**config.mk**
```make
export PLATFORM = sky130hd
export DESIGN_NAME = seq_1011_frame_tx
export DESIGN_NICKNAME = d
export VERILOG_FILES = /design/src/rtl/seq_1011_frame_tx.sv
export SDC_FILE = /design/constraint.sdc
export NUM_CORES = 1
export LEC_CHECK = 0
export BUFFER_PORTS_ARGS = -buffer_cell sky130_fd_sc_hd__buf_4
export CORE_AREA = 2 2 59 61
export DETAILED_ROUTE_END_ITERATION = 8
export DIE_AREA = 0 0 61 63
export GPL_ROUTABILITY_DRIVEN = 0
export GPL_TIMING_DRIVEN = 0
export HOLD_SLACK_MARGIN = 0.1
export REMOVE_ABC_BUFFERS = 1
export SYNTH_ARGS = -nofsm -noshare
export SYNTH_HDL_FRONTEND = slang
export SYNTH_SLANG_ARGS = --single-unit
```
**constraint.sdc**
```tcl
create_clock -name CLK -period 3.9 [get_ports CLK]
set_input_delay 0.195 -clock CLK [delete_from_list [all_inputs] [get_ports CLK]]
set_output_delay 0.195 -clock CLK [all_outputs]
set_load 0.02 [all_outputs]
```
**src/rtl/seq_1011_frame_tx.sv**
```systemverilog
// Serial frame transmitter for the 1011 link: sends the preamble, then the
// payload MSB-first, then idle gap zeros. Words arrive over VALID/READY.
module seq_1011_frame_tx #(
  parameter int DATA_W = 8,
  parameter int GAP    = 2,
  parameter int CNT_W  = 8
) (
  input  logic              CLK,
  input  logic              RST,
  input  logic              VALID,
  input  logic [DATA_W-1:0] DATA,
  output logic              READY,
  input  logic              ABORT,
  output logic              OUT,
  output logic              BUSY,
  output logic              DONE,
  output logic [CNT_W-1:0]  FRM_CNT
);

  localparam int LEN    = (DATA_W > GAP) ? DATA_W : GAP;
  localparam int CW     = $clog2(LEN + 4) + 1;
  localparam int GAP_M1 = (GAP > 0) ? GAP - 1 : 0;
  localparam logic [3:0] PRE = 4'b1011;

  typedef enum logic [1:0] {
    S_IDLE,
    S_PRE,
    S_DAT,
    S_GAP
  } state_t;

  state_t state, state_n;

  logic [CW-1:0]     bit_q, bit_n;
  logic [DATA_W-1:0] sr_q, sr_n;
  logic              out_q, out_n;
  logic              done_q, done_n;
  logic [CNT_W-1:0]  frm_q, frm_n;
  logic [1:0]        pre_idx;
  logic              last;

  // bit_q holds the index of the bit on OUT this cycle within its field
  assign last    = (bit_q == '0);
  assign pre_idx = bit_q[1:0] - 2'd1;

  always_ff @(posedge CLK) begin
    if (RST) begin
      state  <= S_IDLE;
      bit_q  <= '0;
      sr_q   <= '0;
      out_q  <= 1'b0;
      done_q <= 1'b0;
      frm_q  <= '0;
    end else begin
      state  <= state_n;
      bit_q  <= bit_n;
      sr_q   <= sr_n;
      out_q  <= out_n;
      done_q <= done_n;
      frm_q  <= frm_n;
    end
  end

  always_comb begin
    state_n = state;
    bit_n   = bit_q;
    sr_n    = sr_q;
    out_n   = 1'b0;
    done_n  = 1'b0;
    frm_n   = frm_q;
    unique case (state)
      S_IDLE: begin
        if (VALID) begin
          state_n = S_PRE;
          bit_n   = CW'(3);
          sr_n    = DATA;
          out_n   = PRE[3];
        end
      end
      S_PRE: begin
        if (!last) begin
          bit_n = bit_q - CW'(1);
          out_n = PRE[pre_idx];
        end else begin
          state_n = S_DAT;
          bit_n   = CW'(DATA_W - 1);
          out_n   = sr_q[DATA_W-1];
          sr_n    = sr_q << 1;
        end
      end
      S_DAT: begin
        if (!last) begin
          bit_n = bit_q - CW'(1);
          out_n = sr_q[DATA_W-1];
          sr_n  = sr_q << 1;
        end else if (GAP > 0) begin
          state_n = S_GAP;
          bit_n   = CW'(GAP_M1);
        end else begin
          state_n = S_IDLE;
          done_n  = 1'b1;
          frm_n   = frm_q + CNT_W'(1);
        end
      end
      S_GAP: begin
        if (!last) begin
          bit_n = bit_q - CW'(1);
        end else begin
          state_n = S_IDLE;
          done_n  = 1'b1;
          frm_n   = frm_q + CNT_W'(1);
        end
      end
      default: state_n = S_IDLE;
    endcase
    // a kill drops the rest of the frame without counting it
    if (ABORT && state != S_IDLE) begin
      state_n = S_IDLE;
      bit_n   = '0;
      out_n   = 1'b0;
      done_n  = 1'b0;
      frm_n   = frm_q;
    end
  end

  assign READY   = (state == S_IDLE);
  assign BUSY    = ~READY;
  assign OUT     = out_q;
  assign DONE    = done_q;
  assign FRM_CNT = frm_q;

endmodule
```
-- Yosys cells after proc, flatten, opt, wreduce, memory -nomap -nowiden
Index checks and enable logic that the tools add are counted.
Widths: inputs -> output; s select.
- bits in registers: 25
- word-level logic and storage cells: 54
- output and inout bits: 12
- bitwise logic cells: 3
- $lt $le $gt $ge: 1
- add/sub/neg operators: 3
- mux-type cells: 21
- reductions and logical operators: 11
- equality and inequality tests: 9
- operator list (operator ; number):
    $mux 8 ; 3
    $pmux 8 s3 ; 1
    $mux 5 ; 4
    $pmux 5 s4 ; 1
    $ne 2x2->1 const B ; 6
    $add 8x1->8 const B ; 1
    $mux 2 ; 4
    $pmux 2 s4 ; 1
    $reduce_and 4->1 ; 2
    $logic_not 5->1 ; 1
    $mux 1 ; 5
    $sub 5x1->5 const B ; 1
    $eq 2x2->1 const B ; 2
    $lt 2x3->1 const B ; 1
    $not 1->1 ; 3
    $pmux 1 s3 ; 1
    $reduce_and 3->1 ; 1
    $reduce_bool 3->1 ; 1
    $reduce_or 3->1 ; 1
    $bmux 1 s2 ; 1
    $eq 2x1->1 const B ; 1
    $logic_not 2->1 ; 1
    $reduce_and 2->1 ; 1
    $reduce_bool 2->1 ; 1
    other kinds (3) ; 3

-- Longest topological paths before layout
Gate-level depths: netlist (run 1).
- word-level depth: 5
- gate-level depth with buffers: 8

-- Worst setup path after synthesis (run 1)
No wires, ideal clock.
- path type: register -> register
- from: register state[0]
- to: register sr_q[4]
- setup time: 91 ps
- stages on the path, launching flop included: 8
- path slack: 1926 ps
- period minus slack after synthesis: 1974 ps
- arrival: 1883 ps
- path buffers: 1
- required time: 3809 ps
- cells stage by stage: dfxtp_1 inv_1 ha_1 nor2b_1 a211oi_2 buf_2 a21oi_1 a311oi_1
- word-level cells in the longest chain between the ends: 3
- RTL lines (what ; line ; source):
    start: declaration ; 32 ; state_t state, state_n;
    start signal: assignment ; 55 ; state <= state_n;
    $logic_not 2->1 (*) ; n/a ;
    net READY ; 12 ; output logic READY,
    $ne 2x2->1 (no source line) or $reduce_bool 3->1 (tied branches) ; n/a ;
    $reduce_and 4->1 (no source line) ; n/a ;
    end signal: assignment ; 57 ; sr_q <= sr_n;
    end: declaration ; 35 ; logic [DATA_W-1:0] sr_q, sr_n;
Mark *: on every way through the listed nets, which the timed path passes. The rest lies on a longest branch.
A chain may end at the register's enable or synchronous reset.

-- Worst setup path after layout (run 1)
- from: register state[0]
- to: register sr_q[4]
- word-level cells in the longest chain between the ends: 3
- RTL lines (what ; line ; source):
    $eq 2x2->1 (tied with other cells) ; 71 ; unique case (state)
    $ne 2x2->1 (no source line) or $reduce_bool 3->1 (tied branches) ; n/a ;
    $reduce_and 4->1 (no source line) ; n/a ;
Parallel ways exist; a longest one is shown, timed or not.

==> results of run 1 <==
Yosys cell counts, types with 2 or more instances:
cell,n
nand2_1,4
nand4_1,3
o21ai_0,4
a21oi_1,15
mux2i_1,11
xor2_1,4
clkbuf_1,3
buf_2,2
nor3_1,3
buf_6,2
a311oi_1,7
nor2_1,13
nand2b_1,2
dfxtp_1,25
ha_1,8
a211oi_1,4
inv_1,5
and3_1,3
or3_1,4
state kept, by name, indices dropped and copies added (netlist names):
name,flops
OUT,1
state,2
DONE,1
FRM_CNT,8
sr_q,8
bit_q,5
cell type report:
cell class	count	share of cell area (%)
clock inverter	1	0.476
sequential	25	31.7
multi-input combinational	106	50.6
clock buffer	3	1.43
tap	46	3.65
timing repair buffer	23	11.0
inverter	5	1.19
power breakdown:
part	switching, mW	total, mW	internal, mW	leakage (nW)
clock	0.0837	0.123	0.0392	0.0139
combinational	0.382	0.664	0.282	0.432
sequential	0.0521	0.372	0.320	0.205
total	0.517	1.16	0.641	0.651
cell families (layout without fill, tap and decap cells):
group	after synthesis	after routing	share of synthesized area [%]
buffers and inverters	13	32	4.86
adders and majority gates	8	8	7.34
muxes	12	12	8.90
xor gates and xnor gates	4	4	2.57
AOI/OAI and AO/OA	40	40	20.3
DFF	25	25	36.7
and+or+nand+nor	42	42	19.4
stage by stage:
step / setup slack [ns] / utilization [%]
2_1_floorplan: 1.83 / -
3_3_place_gp: 1.59 / 47.9
3_5_place_dp: 1.52 / 47.9
4_1_cts: 1.49 / 48.8
5_1_grt: 1.28 / 48.8
6_report: 1.49 / 48.8
worst max-delay path: stages (launching register included):
cell and delay, ns:
dfxtp_1 0.44, inv_1 0.09, ha_1 0.32, nor2b_1 0.25
a211oi_2 0.80, a21oi_1 0.15, a311oi_1 0.27
routing by layer:
metal	up-vias	global-route usage, %	wire length [um]
met5	-	0	0
met4	0	6.79	19
met3	2	1.86	88
met2	23	25.8	1370
met1	534	21.3	1370
li1	576	-	-
worst paths after layout:
path | start | end | slack [ns] | cells after the start
hold / removal | DATA[0] | sr_q[0] | 0.14 | 3
setup / recovery | state[0] | sr_q[4] | 1.49 | 6
setup reg to reg | state[0] | sr_q[4] | 1.49 | 6
hold reg to reg | sr_q[7] | OUT | 0.50 | 2
==> results by group, run 1 <==
Final layout
  • Share of layout cells above drive strength 1: between 20% and 30%
  • Final instance area: 0.00158 sq mm
  • Commonest non-fill, non-tap cell in the layout: dfxtp_1
  • Register area: around 500 sq um
  • Multi-input gate area: 797 sq um
  • Area growth, synth to finish: 15.6%
  • Post-route insts no fill: 209
  • Layout net count: 184
  • Most frequent cells in the layout: dfxtp_1 (25), buf_4 (23), a21oi_1 (15)
  • Antenna diodes: 0
  • Fill cells: 330

Detailed routing
  • Via count: 1135
  • Drt pass-1 iters: 4
  • Drt wl/cell: 13.6 um
  • Routed WL: 2840 um
  • ANT nets after route: 0
  • Vias per cell: 5.43
  • Drt drc: 0
  • 1st-iter DRT viols: 65

Clock network
  • # resized after CTS: 0
  • CTS Buf Count: 3
  • Skew-Pair Late Insertion Delay: 0.33 ns
  • Hold buffer count at cts: 0
  • Reg clk slew, reported paths: approximately 0.15 ns
  • Post-CTS Setup Bufs: 0
  • H-Tree Depth: 1
  • CTS Buffer Depth: 2
  • CTS Root Cell: clkbuf_4
  • CTS tree: built
  • Total clock sinks: 25

Place
  • IO Port Bufs: 23
  • Post-DP Area: 0.00155 sq mm
  • Final HPWL DP: 2070 um
  • Placed cells: 205

Global route
  • Largest net degree at the start of global routing: 20
  • Vias in the first global route: 1124
  • Total grt overflow: 0
  • Initial antenna violation count: 0
  • Global-route wire length before repair: 4870 um
  • GRT Total Usage: 16.1%

Synth
  • Share of the synthesized area in the top cell type: around 37%
  • Post-synth EDFFs: 0
  • Synth Warn #: 0
  • Synthesized cell area: 0.00136 sq mm
  • Seq/Total Area, Yosys: ~37%
  • Seq cells post-synth: 25
  • Cell type with the highest aggregate area in the netlist: dfxtp_1
  • Post-synth top flop: dfxtp_1
  • Synth async-reset ratio: 0%
  • Synth area leaders: dfxtp_1 (37%), mux2i_1 (8.1%), ha_1 (7.3%)
  • Post-synth cell types: slightly above 40
  • Mapped Avg Cell Area: 9.47 sq um
  • Synth Instances: 144

Die
  • Die extent in y: 63 um
  • Starting density of the core: 42.2%
  • Die footprint: 0.00384 sq mm
  • Core Area: 0.00323 sq mm
  • Die Wd: 61 um
  • I/O pins: 24
  • FP Rows: 21

Worst setup path
  • Req. time, crit path: 4.14 ns
  • Arrival @ worst endpoint: between 2 and 3 ns
  • CP Launch Type: flip-flop
  • Critical Path End Type: flip-flop
  • Critical path fanouts, max: 16
  • Setup CP Type: reg -> reg

Timing
  • Slew @ Worst Pin: 0.931 ns
  • Final Hold Viols: 0
  • # setup viols final: 0
  • Clock Skews: 0.0106 ns
  • RSZ-0062 raised after global routing: false
  • Min Clock Period, post-route: 2.41 ns
  • Final period utilization: 61.8%
  • Final Max Slew Viols: 0
  • Max Fclk: 415 MHz
  • Final hold slack: 0.138 ns
  • TNS Setup: 0 ns
  • Relative max-transition margin: a little under two fifths

Job
  • Max-Cap Viols: 0

Power
  • Max VDD drop: 0.000253 V
  • Power Dens Cells: approximately 730 mW/mm^2
  • Total power: 1.16 mW
  • Lkg Pwr: between 0.6 and 0.7 nW

Outcome
  • Status: finished, final reports clean

Worst hold path
  • Worst hold path class: in -> reg
No activity file was read; power rests on OpenSTA's default activity.
==> inputs of run 2 (changes only) <==
--- a/config.mk
+++ b/config.mk
@@ -12,6 +12,7 @@
 export GPL_ROUTABILITY_DRIVEN = 0
 export GPL_TIMING_DRIVEN = 0
 export HOLD_SLACK_MARGIN = 0.1
+export PLACE_DENSITY = 0.66
 export REMOVE_ABC_BUFFERS = 1
 export SYNTH_ARGS = -nofsm -noshare
 export SYNTH_HDL_FRONTEND = slang
==> constraint.sdc (replaced) <==
create_clock -name CLK -period 2.1 [get_ports CLK]
set_input_delay 0.105 -clock CLK [delete_from_list [all_inputs] [get_ports CLK]]
set_output_delay 0.105 -clock CLK [all_outputs]
set_load 0.02 [all_outputs]
==> run 2 against run 1 <==
- setup slack worse by 1.4 ns
- flip-flop and latch count stayed put
- core utilization is 2.5 points higher
- hold slack better by 0.0088 ns
- final cell count is 3.3% higher
- non-clock buffer count is 7 higher
- critical path depth stayed put
- largest cell class unchanged
- highest routed layer unchanged
- maximum frequency is 20% higher
- combinational power is 120% higher
- power is 100% higher
- sequential share of layout area is 1.5 points lower
==> results by group, run 2 (synthesized netlist as in run 1, its figures left out) <==
Detailed routing
  • Drt drc: 0 (unchanged)
  • Drt pass-1 iters: 4 (unchanged)
  • 1st-iter DRT viols: 41 (-37%)
  • Vias per cell: 5.32 (-2.0%)
  • ANT nets after route: 0 (unchanged)
  • Routed WL: 2780 um (-2.1%)
  • Drt wl/cell: 12.9 um (-5.3%)
  • Via count: 1149 (+1.2%)

Final layout
  • Final Util: 51.3% (+2.5 points)
  • Share of layout cells above drive strength 1: 23.5% (+3.3 points)
  • Final instance area: 0.00166 sq mm (+5.1%)
  • Multi-input gate area: 810 sq um (+1.6%)
  • Layout net count: 191 (+3.8%)
  • Fill cells: 304 (-7.9%)
  • Most frequent cells in the layout: buf_4 (27), dfxtp_1 (25), a21oi_1 (15)
  • Antenna diodes: 0 (unchanged)
  • Post-route insts no fill: 216 (+3.3%)
  • Area growth, synth to finish: 21.5%
  • Commonest non-fill, non-tap cell in the layout: buf_4
  • Register area: 500 sq um (unchanged)

Worst setup path
  • Arrival @ worst endpoint: 2.22 ns (-0.43 ns)
  • Setup CP Type: reg -> reg
  • Flop2flop setup slack: 0.09 ns (-1.40 ns)
  • Reg2Reg Depth: 6 (unchanged)
  • CP Launch Type: flip-flop
  • Crit Reg-Reg Startpoint: bit_q[0]
  • Critical path fanouts, max: 5 (-11)
  • Req. time, crit path: 2.31 ns (-1.83 ns)
  • CP Launch Point: bit_q[0]
  • Critical Path End Type: flip-flop
  • FF-to-FF End: bit_q[2]
  • Critical path capture point: bit_q[2]

Clock network
  • CTS Buffer Depth: 2 (unchanged)
  • CTS Buf Count: 3 (unchanged)
  • CTS Root Cell: clkbuf_4
  • Total clock sinks: 25 (unchanged)
  • Skew-Pair Late Insertion Delay: 0.31 ns (-0.02 ns)
  • H-Tree Depth: 1 (unchanged)
  • Reg clk slew, reported paths: 0.14 ns (about the same)
  • CTS tree: built

Timing
  • Final Hold Viols: 0 (unchanged)
  • TNS Setup: 0 ns (unchanged)
  • RSZ-0062 raised after global routing: false
  • Min Clock Period, post-route: 2.01 ns (-0.399 ns)
  • Slew @ Worst Pin: 0.490 ns (-0.441 ns)
  • # setup viols final: 0 (unchanged)
  • Final Max Slew Viols: 0 (unchanged)
  • Max Fclk: 497 MHz (+20%)
  • Final hold slack: 0.147 ns (+0.00883 ns)
  • Relative max-transition margin: 67.3% (+30 points)
  • Final period utilization: 95.7% (+34 points)
  • Setup ws final: 0.0899 ns (-1.40 ns)
  • Clock Skews: 0.00545 ns (-0.00517 ns)

Die
  • Die Wd: 61 um (unchanged)
  • Die footprint: 0.00384 sq mm (unchanged)
  • Core Area: 0.00323 sq mm (unchanged)
  • Die extent in y: 63 um (unchanged)
  • I/O pins: 24 (unchanged)
  • Starting density of the core: 42.2% (unchanged)
  • FP Rows: 21 (unchanged)

Place
  • Pre-CTS setup slack: -0.296 ns (-1.81 ns)
  • Placed cells: 205 (unchanged)
  • IO Port Bufs: 23 (unchanged)
  • Post-DP Area: 0.00155 sq mm (unchanged)
  • Final HPWL DP: 1950 um (-5.9%)

Power
  • Power Dens Cells: 1430 mW/mm^2 (+95%)
  • Lkg Pwr: 0.695 nW (+6.8%)
  • Total power: 2.37 mW (+100%)
  • Max VDD drop: 0.000569 V (+120%)

Global route
  • Total grt overflow: 0 (unchanged)
  • Initial antenna violation count: 0 (unchanged)
  • Global-route wire length before repair: 4620 um (-5.1%)
  • Vias in the first global route: 1060 (-5.7%)
  • GRT Total Usage: 15.3% (-0.83 points)
  • Largest net degree at the start of global routing: 20 (unchanged)

Worst hold path
  • Worst hold path class: in -> reg

Outcome
  • Status: finished, final reports clean

Job
  • Max-Cap Viols: 0 (unchanged)
## run 2: cell count changes in the layout (fill, tap and decap cells not counted), sizes merged
cell,delta
dlygate4sd3,+2
buf,+5
clkinvlp,-1
clkinv,+1
## run 2: worst min path at each step
stage                       start         end  slack (ns)  cells past startpoint
after floorplan               RST  FRM_CNT[5]        0.17                      1
after global placement    DATA[0]     sr_q[0]        0.40                      3
after detailed placement  DATA[0]     sr_q[0]        0.41                      3
after CTS                 DATA[2]     sr_q[2]        0.13                      3
after global routing      DATA[2]     sr_q[2]        0.14                      3
final                     DATA[3]     sr_q[3]        0.15                      3
## run 2: power by group
group / internal (mW) / switching, mW / total, mW
Clock: 0.0711 / 0.146 / 0.217
Sequential: 0.594 / 0.101 / 0.695
Combinational: 0.686 / 0.770 / 1.46
Total: 1.35 / 1.02 / 2.37
## run 2: metal layers
| layer | routed length (um) | global-route usage, % |
|---|---|---|
| met3 | 86 | 1.86 |
| met1 | 1350 | 20.4 |
| met5 | 0 | 0 |
| met2 | 1320 | 25.1 |
| met4 | 19 | 4.62 |
## run 2: critical path, stage by stage, from the launching register on
cell and delay [ns]:
dfxtp_1 0.38, inv_1 0.07, ha_1 0.23, or4b_1 0.61, a211oi_1 0.41, a211o_1 0.15, a21oi_1 0.06
## run 2: final cells by class
cell class                 count  area share (%)
multi-input combinational    106            48.9
sequential                    25            30.2
clock buffer                   3            1.36
timing repair buffer          30            14.7
inverter                       5            1.13
clock inverter                 1           0.302
tap                           46            3.47
## run 2: repair_timing
action | CTS | global route
gates resized for setup | 1 | 2
buffers inserted | 5 | 0
pin swaps | 1 | 0
hold buffers | 2 | 0
endpoints found under the hold margin | 14 | 0
endpoints found under the setup margin | 10 | 4
==> inputs of run 3 (changes only) <==
--- a/config.mk
+++ b/config.mk
@@ -5,10 +5,11 @@
 export SDC_FILE = /design/constraint.sdc
 export NUM_CORES = 1
 export LEC_CHECK = 0
+export ABC_AREA = 1
 export BUFFER_PORTS_ARGS = -buffer_cell sky130_fd_sc_hd__buf_4
-export CORE_AREA = 2 2 59 61
+export CORE_AREA = 2 2 60 62
 export DETAILED_ROUTE_END_ITERATION = 8
-export DIE_AREA = 0 0 61 63
+export DIE_AREA = 0 0 62 64
 export GPL_ROUTABILITY_DRIVEN = 0
 export GPL_TIMING_DRIVEN = 0
 export HOLD_SLACK_MARGIN = 0.1
==> run 3 against run 2 <==
- first-iteration DRC count rose by 41%
- sequential power decreased by 3%
- critical endpoint is now sr_q[1]
- die area grew 3.3%
- largest cell class unchanged
- via count increased by 11%
- count of clock-buffer cells in the layout unchanged
- global-route usage increased by 0.50 points
==> results by group, run 3 <==
Worst hold path
  • Hold EP: sr_q[7]
  • Hold_sp: DATA[7]
  • Worst hold path class: in -> reg
  • WHS Path Cells: 5 (+2)

Power
  • Max VDD drop: 0.000566 V (-0.39%)
  • Lkg Pwr: 0.814 nW (+17%)
  • Power Dens Cells: 1170 mW/mm^2 (-18%)

Detailed routing
  • Drt wl/cell: 9.73 um (-25%)
  • Routed WL: 2720 um (-2.2%)
  • Drt pass-1 iters: 4 (unchanged)
  • Drt drc: 0 (unchanged)
  • ANT nets after route: 0 (unchanged)
  • 1st-iter DRT viols: 58 (+41%)
  • Via count: 1271 (+11%)
  • Vias per cell: 4.54 (-15%)

Worst setup path
  • Flop2flop setup slack: 0.32 ns (+0.23 ns)
  • Setup CP Type: reg -> reg
  • CP Launch Type: flip-flop
  • FF-to-FF End: sr_q[1]
  • Critical path fanouts, max: 16 (+11)
  • Crit Reg-Reg Startpoint: state[0]
  • Reg2Reg Depth: 8 (+2)
  • Req. time, crit path: 2.34 ns (+0.03 ns)
  • Arrival @ worst endpoint: 2.02 ns (-0.20 ns)
  • Critical Path End Type: flip-flop

Timing
  • Final hold slack: 0.107 ns (-0.0398 ns)
  • Final Max Slew Viols: 0 (unchanged)
  • Min Clock Period, post-route: 1.78 ns (-0.226 ns)
  • Clock Skews: 0.00172 ns (-0.00373 ns)
  • Slew @ Worst Pin: 0.427 ns (-0.0635 ns)
  • Relative max-transition margin: 71.6% (+4.2 points)
  • TNS Setup: 0 ns (unchanged)
  • # setup viols final: 0 (unchanged)
  • Final period utilization: 84.9% (-11 points)
  • Max Fclk: 561 MHz (+13%)
  • Final Hold Viols: 0 (unchanged)
  • RSZ-0062 raised after global routing: false

Final layout
  • Antenna diodes: 0 (unchanged)
  • Share of layout cells above drive strength 1: 16.2% (-7.3 points)
  • Layout net count: 255 (+34%)
  • Commonest non-fill, non-tap cell in the layout: nand2_1
  • Area growth, synth to finish: 20.0%
  • Multi-input gate area: 816 sq um (+0.77%)
  • Most frequent cells in the layout: nand2_1 (57), nor2_1 (35), dfxtp_1 (25)
  • Fill cells: 345 (+13%)
  • Register area: 500 sq um (unchanged)

Synth
  • Synthesized cell area: 0.00143 sq mm (+4.5%)
  • Synth Warn #: 0 (unchanged)
  • Post-synth EDFFs: 0 (unchanged)
  • Seq/Total Area, Yosys: 35.1% (-1.6 points)
  • Most common cell in the netlist: nand2_1
  • Mapped Avg Cell Area: 6.92 sq um (-27%)
  • Post-synth cell types: 27 (-34%)
  • Synth Instances: 206 (+43%)
  • Share of the synthesized area in the top cell type: 35.1% (-1.6 points)
  • Seq cells post-synth: 25 (unchanged)
  • Commonest cells post-synth: nand2_1 (57), nor2_1 (35), dfxtp_1 (25), inv_1 (20), a21oi_1 (11)
  • Post-synth top flop: dfxtp_1
  • Synth async-reset ratio: 0% (unchanged)
  • Synth area leaders: dfxtp_1 (35%), nand2_1 (15%), nor2_1 (9.2%)
  • Cell type with the highest aggregate area in the netlist: dfxtp_1

Global route
  • Total grt overflow: 0 (unchanged)
  • GRT Total Usage: 15.8% (+0.50 points)
  • Largest net degree at the start of global routing: 17 (-15%)
  • Vias in the first global route: 1141 (+7.6%)
  • Initial antenna violation count: 0 (unchanged)
  • Global-route wire length before repair: 4890 um (+5.8%)

Clock network
  • CTS Buffer Depth: 2 (unchanged)
  • CTS Root Cell: clkbuf_4
  • Reg clk slew, reported paths: 0.14 ns (about the same)
  • Post-CTS Setup Bufs: 0 (-5)
  • CTS tree: built
  • H-Tree Depth: 1 (unchanged)
  • Hold buffer count at cts: 5 (+3)
  • # resized after CTS: 0 (-1)
  • Skew-Pair Late Insertion Delay: 0.32 ns (about the same)
  • Total clock sinks: 25 (unchanged)
  • CTS Buf Count: 3 (unchanged)

Job
  • Max-Cap Viols: 0 (unchanged)

Die
  • FP Rows: 21 (unchanged)
  • Die extent in y: 64 um (+1.6%)
  • Die footprint: 0.00397 sq mm (+3.3%)
  • Core Area: 0.00328 sq mm (+1.6%)
  • I/O pins: 24 (unchanged)
  • Starting density of the core: 43.4% (+1.2 points)
  • Die Wd: 62 um (+1.6%)

Place
  • Final HPWL DP: 2060 um (+5.4%)
  • IO Port Bufs: 23 (unchanged)

Outcome
  • Status: finished, final reports clean
## run 3: final cells by class
| type | count | area share, % |
|---|---|---|
| inverter | 23 | 5.05 |
| sequential | 25 | 29.3 |
| timing repair buffer | 28 | 13.0 |
| tap | 46 | 3.37 |
| clock inverter | 1 | 0.293 |
| multi-input combinational | 154 | 47.7 |
| clock buffer | 3 | 1.32 |
## run 3: worst max-delay path by stage
stage	start	endpoint	slack [ns]	depth (start not counted)
global placement	state[0]	sr_q[4]	0.32	8
detailed placement	state[0]	sr_q[1]	0.31	8
finish	state[0]	sr_q[1]	0.32	8
global route	state[0]	sr_q[5]	0.17	8
CTS	state[0]	sr_q[1]	0.29	8
floorplan	state[0]	FRM_CNT[3]	0.43	9
## run 3: critical path: stages (launching register included)
cell	delay, ns
dfxtp_1	0.43
inv_1	0.09
ha_1	0.27
nand2_1	0.27
nand2_2	0.11
nor2_4	0.32
nand2_1	0.09
nand2_1	0.07
nor2_1	0.04
## run 3: cells by family after synthesis
| kind of cell | share of synthesized area, % |
|---|---|
| multiplexers | 4.92 |
| flip-flops | 35.1 |
| adder cells (fa/ha/maj) | 7.02 |
| XOR/XNOR | 1.84 |
| AND/OR/NAND/NOR | 35.0 |
| AO/OA/AOI/OAI | 8.43 |
| buffers and inverters | 7.64 |
## run 3: routing by layer
layer / part of all wire, % / track usage [%]
met1: 51 / 21.3
met3: 3.3 / 2.43
met4: 1.4 / 5.59
met5: 0 / 0
met2: 44 / 24.9
## run 3: power breakdown
| part | total, mW | leakage, nW | internal (mW) | switching [mW] |
|---|---|---|---|---|
| clock network | 0.219 | 0.0177 | 0.0714 | 0.148 |
| logic | 1.10 | 0.592 | 0.426 | 0.674 |
| registers | 0.676 | 0.205 | 0.590 | 0.0855 |
| total | 2.00 | 0.814 | 1.09 | 0.907 |
## run 3: metrics by stage
stage | worst slack, ns | area [sq um] | utilization (%) | total power [mW] | std cells
floorplan | 0.429 | 1400 | - | 1.56 | 202
global placement | 0.325 | 1630 | 49.7 | 1.78 | 271
detailed placement | 0.314 | 1630 | 49.7 | 1.79 | 271
CTS | 0.291 | 1710 | 52.1 | 2.03 | 280
global route | 0.166 | 1710 | 52.1 | 2.20 | 280
finish | 0.316 | 1710 | 52.1 | 2.00 | 280
